### config.mk
export PLATFORM = sky130hd
export DESIGN_NAME = agc_controller_flat
export DESIGN_NICKNAME = d
export VERILOG_FILES = /design/src/rtl/agc_controller_if.sv /design/src/rtl/agc_controller.sv /design/src/flat_wrapper.sv
export SDC_FILE = /design/constraint.sdc
export NUM_CORES = 1
export LEC_CHECK = 0
export CORE_ASPECT_RATIO = 1.75
export CORE_MARGIN = 2
export CORE_UTILIZATION = 53
export CTS_CLUSTER_SIZE = 28
export DETAILED_ROUTE_END_ITERATION = 12
export GPL_TIMING_DRIVEN = 0
export PLACE_DENSITY = 0.8
export SYNTH_ARGS = -nofsm -noshare
export SYNTH_HDL_FRONTEND = slang
export SYNTH_SLANG_ARGS = --single-unit
### constraint.sdc
create_clock -name clk -period 3.87 [get_ports clk]
set_clock_uncertainty 0.2 [all_clocks]
set_input_delay 0.5805 -clock clk [delete_from_list [all_inputs] [get_ports clk]]
set_output_delay 0.5805 -clock clk [all_outputs]
set_load 0.01 [all_outputs]
### src/rtl/agc_controller_if.sv
// Stream and control signals between the detector front-end and agc_controller.
// The master side drives samples and enable; the slave side is the controller.
`timescale 1ns/1ps
interface agc_controller_if;
    logic [7:0]        signal_dB_i;
    logic              valid_i;
    logic              enable_i;
    logic [7:0]        signal_dB_o;
    logic              valid_o;
    logic signed [5:0] gain_dB_o;
    logic              gain_update_o;
    logic              settled_o;

    modport master (
        output signal_dB_i, valid_i, enable_i,
        input  signal_dB_o, valid_o, gain_dB_o, gain_update_o, settled_o
    );

    modport slave (
        input  signal_dB_i, valid_i, enable_i,
        output signal_dB_o, valid_o, gain_dB_o, gain_update_o, settled_o
    );
endinterface

### src/rtl/agc_controller.sv
// Windowed-average AGC loop: steps the gain code in 4 dB units toward the
// target band and blanks the forwarded stream while the amplifier settles.
`timescale 1ns/1ps
module agc_controller #(
    parameter int GAIN_MIN      = -4,
    parameter int GAIN_MAX      = 15,
    parameter int GAIN_INIT     = 0,
    parameter int TARGET_HI     = 200,
    parameter int TARGET_LO     = 150,
    parameter int AVG_LOG2      = 2,
    parameter int SETTLE_CYCLES = 1024
) (
    input  logic             clk,
    input  logic             rst,
    agc_controller_if.slave  bus
);
    localparam int ACC_W = 8 + AVG_LOG2;
    localparam int CNT_W = AVG_LOG2 + 1;
    localparam int SET_W = $clog2(SETTLE_CYCLES) + 1;
    localparam logic [CNT_W-1:0]  LAST_CNT = CNT_W'((1 << AVG_LOG2) - 1);
    localparam logic [7:0]        T_HI     = 8'(TARGET_HI);
    localparam logic [7:0]        T_LO     = 8'(TARGET_LO);
    localparam logic signed [7:0] G_MIN    = 8'(GAIN_MIN);
    localparam logic signed [7:0] G_MAX    = 8'(GAIN_MAX);

    typedef enum logic [1:0] {ACQUIRE, DECIDE, SETTLE} state_e;

    state_e              state_q, state_d;
    logic [ACC_W-1:0]    acc_q, acc_d;
    logic [CNT_W-1:0]    cnt_q, cnt_d;
    logic                sat_q, sat_d;
    logic [SET_W-1:0]    settle_q, settle_d;
    logic [7:0]          sig_q, sig_d;
    logic                vld_q, vld_d;
    logic signed [5:0]   gain_q, gain_d;
    logic                upd_q, upd_d;

    logic [7:0]          avg;
    logic signed [7:0]   gain_ext, raw, tgt;
    logic                change;

    always_ff @(posedge clk or negedge rst) begin
        if (!rst) begin
            state_q  <= ACQUIRE;
            acc_q    <= '0;
            cnt_q    <= '0;
            sat_q    <= 1'b0;
            settle_q <= '0;
            sig_q    <= '0;
            vld_q    <= 1'b0;
            gain_q   <= 6'(GAIN_INIT);
            upd_q    <= 1'b0;
        end else begin
            state_q  <= state_d;
            acc_q    <= acc_d;
            cnt_q    <= cnt_d;
            sat_q    <= sat_d;
            settle_q <= settle_d;
            sig_q    <= sig_d;
            vld_q    <= vld_d;
            gain_q   <= gain_d;
            upd_q    <= upd_d;
        end
    end

    // Target is formed and clamped at 8 bits so gain-2 near the 6-bit floor cannot wrap.
    always_comb begin
        avg      = 8'(acc_q >> AVG_LOG2);
        gain_ext = {{2{gain_q[5]}}, gain_q};
        if (sat_q)            raw = gain_ext - 8'sd2;
        else if (avg > T_HI)  raw = gain_ext - 8'sd1;
        else if (avg < T_LO)  raw = gain_ext + 8'sd1;
        else                  raw = gain_ext;
        if (raw < G_MIN)      tgt = G_MIN;
        else if (raw > G_MAX) tgt = G_MAX;
        else                  tgt = raw;
        change = (tgt != gain_ext);
    end

    always_comb begin
        state_d = state_q;
        if (!bus.enable_i) begin
            state_d = ACQUIRE;
        end else begin
            case (state_q)
                ACQUIRE: if (bus.valid_i && cnt_q == LAST_CNT) state_d = DECIDE;
                DECIDE:  state_d = change ? SETTLE : ACQUIRE;
                SETTLE:  if (settle_q == '0) state_d = ACQUIRE;
                default: state_d = ACQUIRE;
            endcase
        end
    end

    always_comb begin
        acc_d    = acc_q;
        cnt_d    = cnt_q;
        sat_d    = sat_q;
        settle_d = settle_q;
        sig_d    = sig_q;
        vld_d    = 1'b0;
        gain_d   = gain_q;
        upd_d    = 1'b0;
        if (!bus.enable_i) begin
            // Loop frozen: window state discarded, stream passes straight through.
            acc_d    = '0;
            cnt_d    = '0;
            sat_d    = 1'b0;
            settle_d = '0;
            if (bus.valid_i) begin
                sig_d = bus.signal_dB_i;
                vld_d = 1'b1;
            end
        end else begin
            case (state_q)
                ACQUIRE: begin
                    if (bus.valid_i) begin
                        sig_d = bus.signal_dB_i;
                        vld_d = 1'b1;
                        acc_d = acc_q + ACC_W'(bus.signal_dB_i);
                        sat_d = sat_q | (bus.signal_dB_i == 8'hFF);
                        cnt_d = cnt_q + CNT_W'(1);
                    end
                end
                DECIDE: begin
                    acc_d = '0;
                    cnt_d = '0;
                    sat_d = 1'b0;
                    if (change) begin
                        gain_d   = tgt[5:0];
                        upd_d    = 1'b1;
                        settle_d = SET_W'(SETTLE_CYCLES - 1);
                    end
                end
                SETTLE: begin
                    if (settle_q != '0) settle_d = settle_q - SET_W'(1);
                end
                default: ;
            endcase
        end
    end

    assign bus.signal_dB_o   = sig_q;
    assign bus.valid_o       = vld_q;
    assign bus.gain_dB_o     = gain_q;
    assign bus.gain_update_o = upd_q;
    assign bus.settled_o     = (state_q != SETTLE);
endmodule
### src/flat_wrapper.sv
// flat-port wrapper written by rule: the top's interface ports become plain ports
module agc_controller_flat 
#(
    parameter int GAIN_MIN      = -4,
    parameter int GAIN_MAX      = 15,
    parameter int GAIN_INIT     = 0,
    parameter int TARGET_HI     = 200,
    parameter int TARGET_LO     = 150,
    parameter int AVG_LOG2      = 2,
    parameter int SETTLE_CYCLES = 1024
)
  (clk, rst, bus_signal_dB_i, bus_valid_i, bus_enable_i, bus_signal_dB_o, bus_valid_o, bus_gain_dB_o, bus_gain_update_o, bus_settled_o);
  agc_controller_if bus_i ();
  input  logic clk;
  input  logic rst;
  input wire logic [$bits(bus_i.signal_dB_i)-1:0] bus_signal_dB_i;
  input wire logic [$bits(bus_i.valid_i)-1:0] bus_valid_i;
  input wire logic [$bits(bus_i.enable_i)-1:0] bus_enable_i;
  output wire logic [$bits(bus_i.signal_dB_o)-1:0] bus_signal_dB_o;
  output wire logic [$bits(bus_i.valid_o)-1:0] bus_valid_o;
  output wire logic [$bits(bus_i.gain_dB_o)-1:0] bus_gain_dB_o;
  output wire logic [$bits(bus_i.gain_update_o)-1:0] bus_gain_update_o;
  output wire logic [$bits(bus_i.settled_o)-1:0] bus_settled_o;
  assign bus_i.signal_dB_i = bus_signal_dB_i;
  assign bus_i.valid_i = bus_valid_i;
  assign bus_i.enable_i = bus_enable_i;
  assign bus_signal_dB_o = bus_i.signal_dB_o;
  assign bus_valid_o = bus_i.valid_o;
  assign bus_gain_dB_o = bus_i.gain_dB_o;
  assign bus_gain_update_o = bus_i.gain_update_o;
  assign bus_settled_o = bus_i.settled_o;
  agc_controller #(.GAIN_MIN(GAIN_MIN), .GAIN_MAX(GAIN_MAX), .GAIN_INIT(GAIN_INIT), .TARGET_HI(TARGET_HI), .TARGET_LO(TARGET_LO), .AVG_LOG2(AVG_LOG2), .SETTLE_CYCLES(SETTLE_CYCLES)) u_core (.clk(clk), .rst(rst), .bus(bus_i));
endmodule
==> parameters.txt, run 1 <==
Parameter                              Value

Worst hold path
  Worst hold-check path type ... flip-flop to flip-flop

Power and ir drop
  Power Density ... 371.2 mW/mm2
  Leak pwr ... 0.001529 uW
  Largest vdd supply drop ... 276.3 uV
  Total Power Consumption ... 1284 uW

Logic synthesis
  Synthesized area per cell ... 8.938 um2
  Synthesized netlist net count ... ~360
  Summed instance area of the synthesized netlist ... ~0.003 mm2
  Post-synth EDFFs ... 0
  Flip-flop and latch count after synthesis ... 43
  Proportion of synthesized chip area in sequential cells ... 0.3671
  Cell variety after synth ... 64
  Ys flop type ... sky130_fd_sc_hd__dfrtp_1
  Fraction of synthesis flops using an asynchronous set or reset pin ... 1.000
  Synthesis warning total ... 0
  Cells after Synth ... 328

Setup path
  Setup Crit Path Kind ... flip-flop to flip-flop
  Capturing point of the worst reg2reg path ... u_core.settle_q[7]
  CP cell instances ... inv_1 > ha_1 > nand2_1 > o2111ai_4 > a211o_1 > o211ai_2 > nand4bb_1 > xor2_1 > or4_1 > buf_2 > o31a_1 > o221a_1
  Required time of the worst setup path ... 3870 ps
  Critical Path End Type ... flip-flop
  Cell type of the slowest stage on the worst timing path ... sky130_fd_sc_hd__dfrtp_1
  RR Startpoint ... u_core.bus.gain_dB_o[1]
  Depth of the worst register-to-register path ... 12
  Worst-path maximum fanout ... 9
  Origin of the worst setup path ... u_core.bus.gain_dB_o[1]
  Worst setup path end ... u_core.settle_q[7]
  Crit path arrival time ... ~3600 ps
  Worst setup slack for register-to-register paths ... 280 ps
  Worst Setup Start Kind ... flip-flop
  Biggest cell delay along the critical path ... 520 ps

Timing
  Slew at the pin with the worst max-slew slack ... 749.7 ps
  Final worst path period need ... 3594 ps
  Number of setup violations in the final report ... 0
  Post-route fraction of the period consumed by the critical path ... 0.9288
  Number of slew-limit violations in the final report ... 0
  Max_slew headroom ... 0.4983
  Highest attainable clock frequency ... around 280 MHz
  Setup tns final ... 0 ps
  Final hold violation count ... 0
  Unrepaired setup endpoints after global routing ... false
  Final WS setup ... 275.7 ps

Clock network
  Post-CTS clock slew at the launch and capture registers of the worst setup and hold paths ... around 90 ps
  Number of sinks on the clock net ... 43
  CTS hold repair buffers ... 1
  Maximum buffer depth of the clock tree ... 2
  Inserted Clock Buffers ... 5
  Root buf cell ... sky130_fd_sc_hd__clkbuf_8
  TritonCTS clock tree ... yes
  Clock latency on the worst-skew pair ... around 300 ps
  Number of buffers inserted by post-CTS setup repair ... 0
  Resized Gates After CTS ... 0
  Count of H-tree levels built during CTS ... 2

Detailed routing
  Count of nets left with antenna violations after detail routing ... 0
  Post-DR wirelength/cell ... 15.97 um
  Detailed-route wire length ... between 7 and 8 mm
  Via Count ... 2616
  Average vias per placed instance ... 5.959
  DRC violations left ... 0
  First DRT Iteration DRCs ... 62
  Total iterations of the first detailed-routing run ... 4

Global route
  Total global routing overflow ... 0
  Global router's overall resource usage ... 0.2524
  First-pass GRT wire length ... 11.98 mm
  Number of global-route vias before repair ... 2669
  Maximum number of pins on one net before global-route repair ... 31
  Antenna violations before repair ... 0

Cells and area
  Diode count ... 0
  Commonest non-fill, non-tap cell in the layout ... sky130_fd_sc_hd__nand2_1
  Share of post-route cells with drive strength above 1 ... 0.07397
  Highest-count cells in the layout ignoring fill and taps ... sky130_fd_sc_hd__nand2_1, sky130_fd_sc_hd__dfrtp_1, sky130_fd_sc_hd__a21oi_1, sky130_fd_sc_hd__clkdlybuf4s50_1, sky130_fd_sc_hd__inv_1
  Post-layout nets ... between 300 and 400
  Area Growth Syn to Fin ... 18.01%
  Multi-input gate area in the final layout ... 0.001737 mm2
  Storage cell area ... 0.001076 mm2
  Number of inserted filler cells in the final layout ... 455
  Final Instance Area ... roughly 0.0035 mm2

Placement
  Number of buffer cells added on primary ports ... 27
  RD Place Congestion ... 0.8771
  Pre-CTS setup slack ... 284.2 ps
  Placed cell area ... approximately 0.0033 mm2
  Half-perimeter wire length after detailed placement ... ~5.5 mm

Die
  Number of ports placed on the die boundary ... 29
  Site row count ... 35
  Initial standard-cell utilization of the core ... 0.5532
  Total die area ... approximately 0.006 mm2
  Die height ... 102.4 um
  Core box area ... ~0.0053 mm2
  Die width ... 60.22 um

Job
  Reported max-cap violation count ... 0

Status
  Run status ... finished, final reports clean
==> cell type report <==
cell class	instances	share of cell area
Tap cell	74	0.02676
Timing Repair Buffer	29	0.08535
Multi-Input combinational cell	254	0.5020
Clock inverter	3	0.02061
Clock buffer	5	0.01989
Sequential cell	43	0.3110
Buffer	11	0.01266
Inverter	20	0.02170
==> cell usage after synthesis, types with 3 or more instances <==
master	number	share of area
sky130_fd_sc_hd__nand4_1	5	0.011
sky130_fd_sc_hd__nor2b_1	7	0.015
sky130_fd_sc_hd__dfrtp_1	43	0.37
sky130_fd_sc_hd__nand2_1	51	0.065
sky130_fd_sc_hd__xnor2_1	10	0.030
sky130_fd_sc_hd__inv_1	19	0.024
sky130_fd_sc_hd__a21oi_1	28	0.048
sky130_fd_sc_hd__clkbuf_1	9	0.012
sky130_fd_sc_hd__nor2_1	13	0.017
sky130_fd_sc_hd__nor4_1	5	0.011
sky130_fd_sc_hd__a21o_1	6	0.015
sky130_fd_sc_hd__o211ai_1	3	0.0077
sky130_fd_sc_hd__or3_1	6	0.013
sky130_fd_sc_hd__a211oi_1	3	0.0077
sky130_fd_sc_hd__nor3_1	5	0.0085
sky130_fd_sc_hd__ha_1	16	0.068
sky130_fd_sc_hd__o21ai_0	13	0.022
sky130_fd_sc_hd__o21bai_1	3	0.0077
sky130_fd_sc_hd__nand3_1	7	0.012
sky130_fd_sc_hd__and3_1	3	0.0064
sky130_fd_sc_hd__xor2_1	3	0.0090
sky130_fd_sc_hd__o31ai_1	11	0.028
sky130_fd_sc_hd__o21ai_1	3	0.0051
==> layer usage <==
layer,share of wire,global-route usage,up-vias
met5,0,0,-
met4,0.027,0.1060,0
met3,0.037,0.04177,19
met2,0.55,0.4657,71
met1,0.38,0.2729,1257
li1,-,-,1269
==> how the worst min path moves through the flow <==
stage | cells after the start | slack [ps] | end | start
2_1_floorplan | 0 | 80 | u_core.acc_q[0] | rst
3_3_place_gp | 2 | 260 | u_core.bus.signal_dB_o[3] | u_core.bus.signal_dB_o[3]
3_5_place_dp | 2 | 260 | u_core.bus.signal_dB_o[4] | u_core.bus.signal_dB_o[4]
4_1_cts | 2 | 280 | u_core.bus.signal_dB_o[4] | u_core.bus.signal_dB_o[4]
5_1_grt | 2 | 320 | u_core.bus.signal_dB_o[5] | u_core.bus.signal_dB_o[5]
6_report | 2 | 280 | u_core.bus.signal_dB_o[4] | u_core.bus.signal_dB_o[4]
==> report_power, final <==
| part | internal [uW] | leakage (uW) | switching (uW) |
|---|---|---|---|
| Combinational | 140 | 0.000894 | 185 |
| Clock | 262 | 0.0000703 | 179 |
| Sequential | 481 | 0.000565 | 36.6 |
==> logic make-up (layout without fill, tap and decap cells) <==
group | Yosys count | in the layout | synth area share
and+or+nand+nor | 116 | 116 | 0.1950
muxes | 5 | 5 | 0.01835
DFF | 43 | 43 | 0.3671
xor gates and xnor gates | 14 | 14 | 0.04439
buffers and inverters | 31 | 68 | 0.04054
adders and majority gates | 17 | 17 | 0.07512
AOI/OAI and AO/OA | 102 | 102 | 0.2595
==> worst max-delay path: cells and delay by family (launching register included) <==
family | cells | cell delay, ps
AOI/OAI and AO/OA | 5 | 1190
and+or+nand+nor | 3 | 780
DFF | 1 | 520
buffers and inverters | 2 | 370
adders and majority gates | 1 | 230
xor gates and xnor gates | 1 | 190
==> registers in the layout, indices dropped and copies added (netlist names) <==
register                  flops
u_core.bus.signal_dB_o        8
u_core.acc_q                 10
u_core.bus.gain_update_o      1
u_core.sat_q                  1
u_core.bus.gain_dB_o          6
u_core.state_q                2
u_core.cnt_q                  3
u_core.bus.valid_o            1
u_core.settle_q              11
==> metrics by stage <==
stage                     cells    util  hold slack [ps]
after global placement      429  0.6217            258.6
final                       439  0.6529            281.1
after detailed placement    430  0.6246            262.0
after global routing        439  0.6529            323.5
after CTS                   439  0.6529            284.7
after floorplan             328       -            84.91
(Power assumes the default switching activity.)
==> run 2: changes to the inputs <==
SKIP_CTS_REPAIR_TIMING = 1   (was unset)
==> results of run 2 <==
Same layout as run 1: the final DEF is identical, and so are final timing and power.
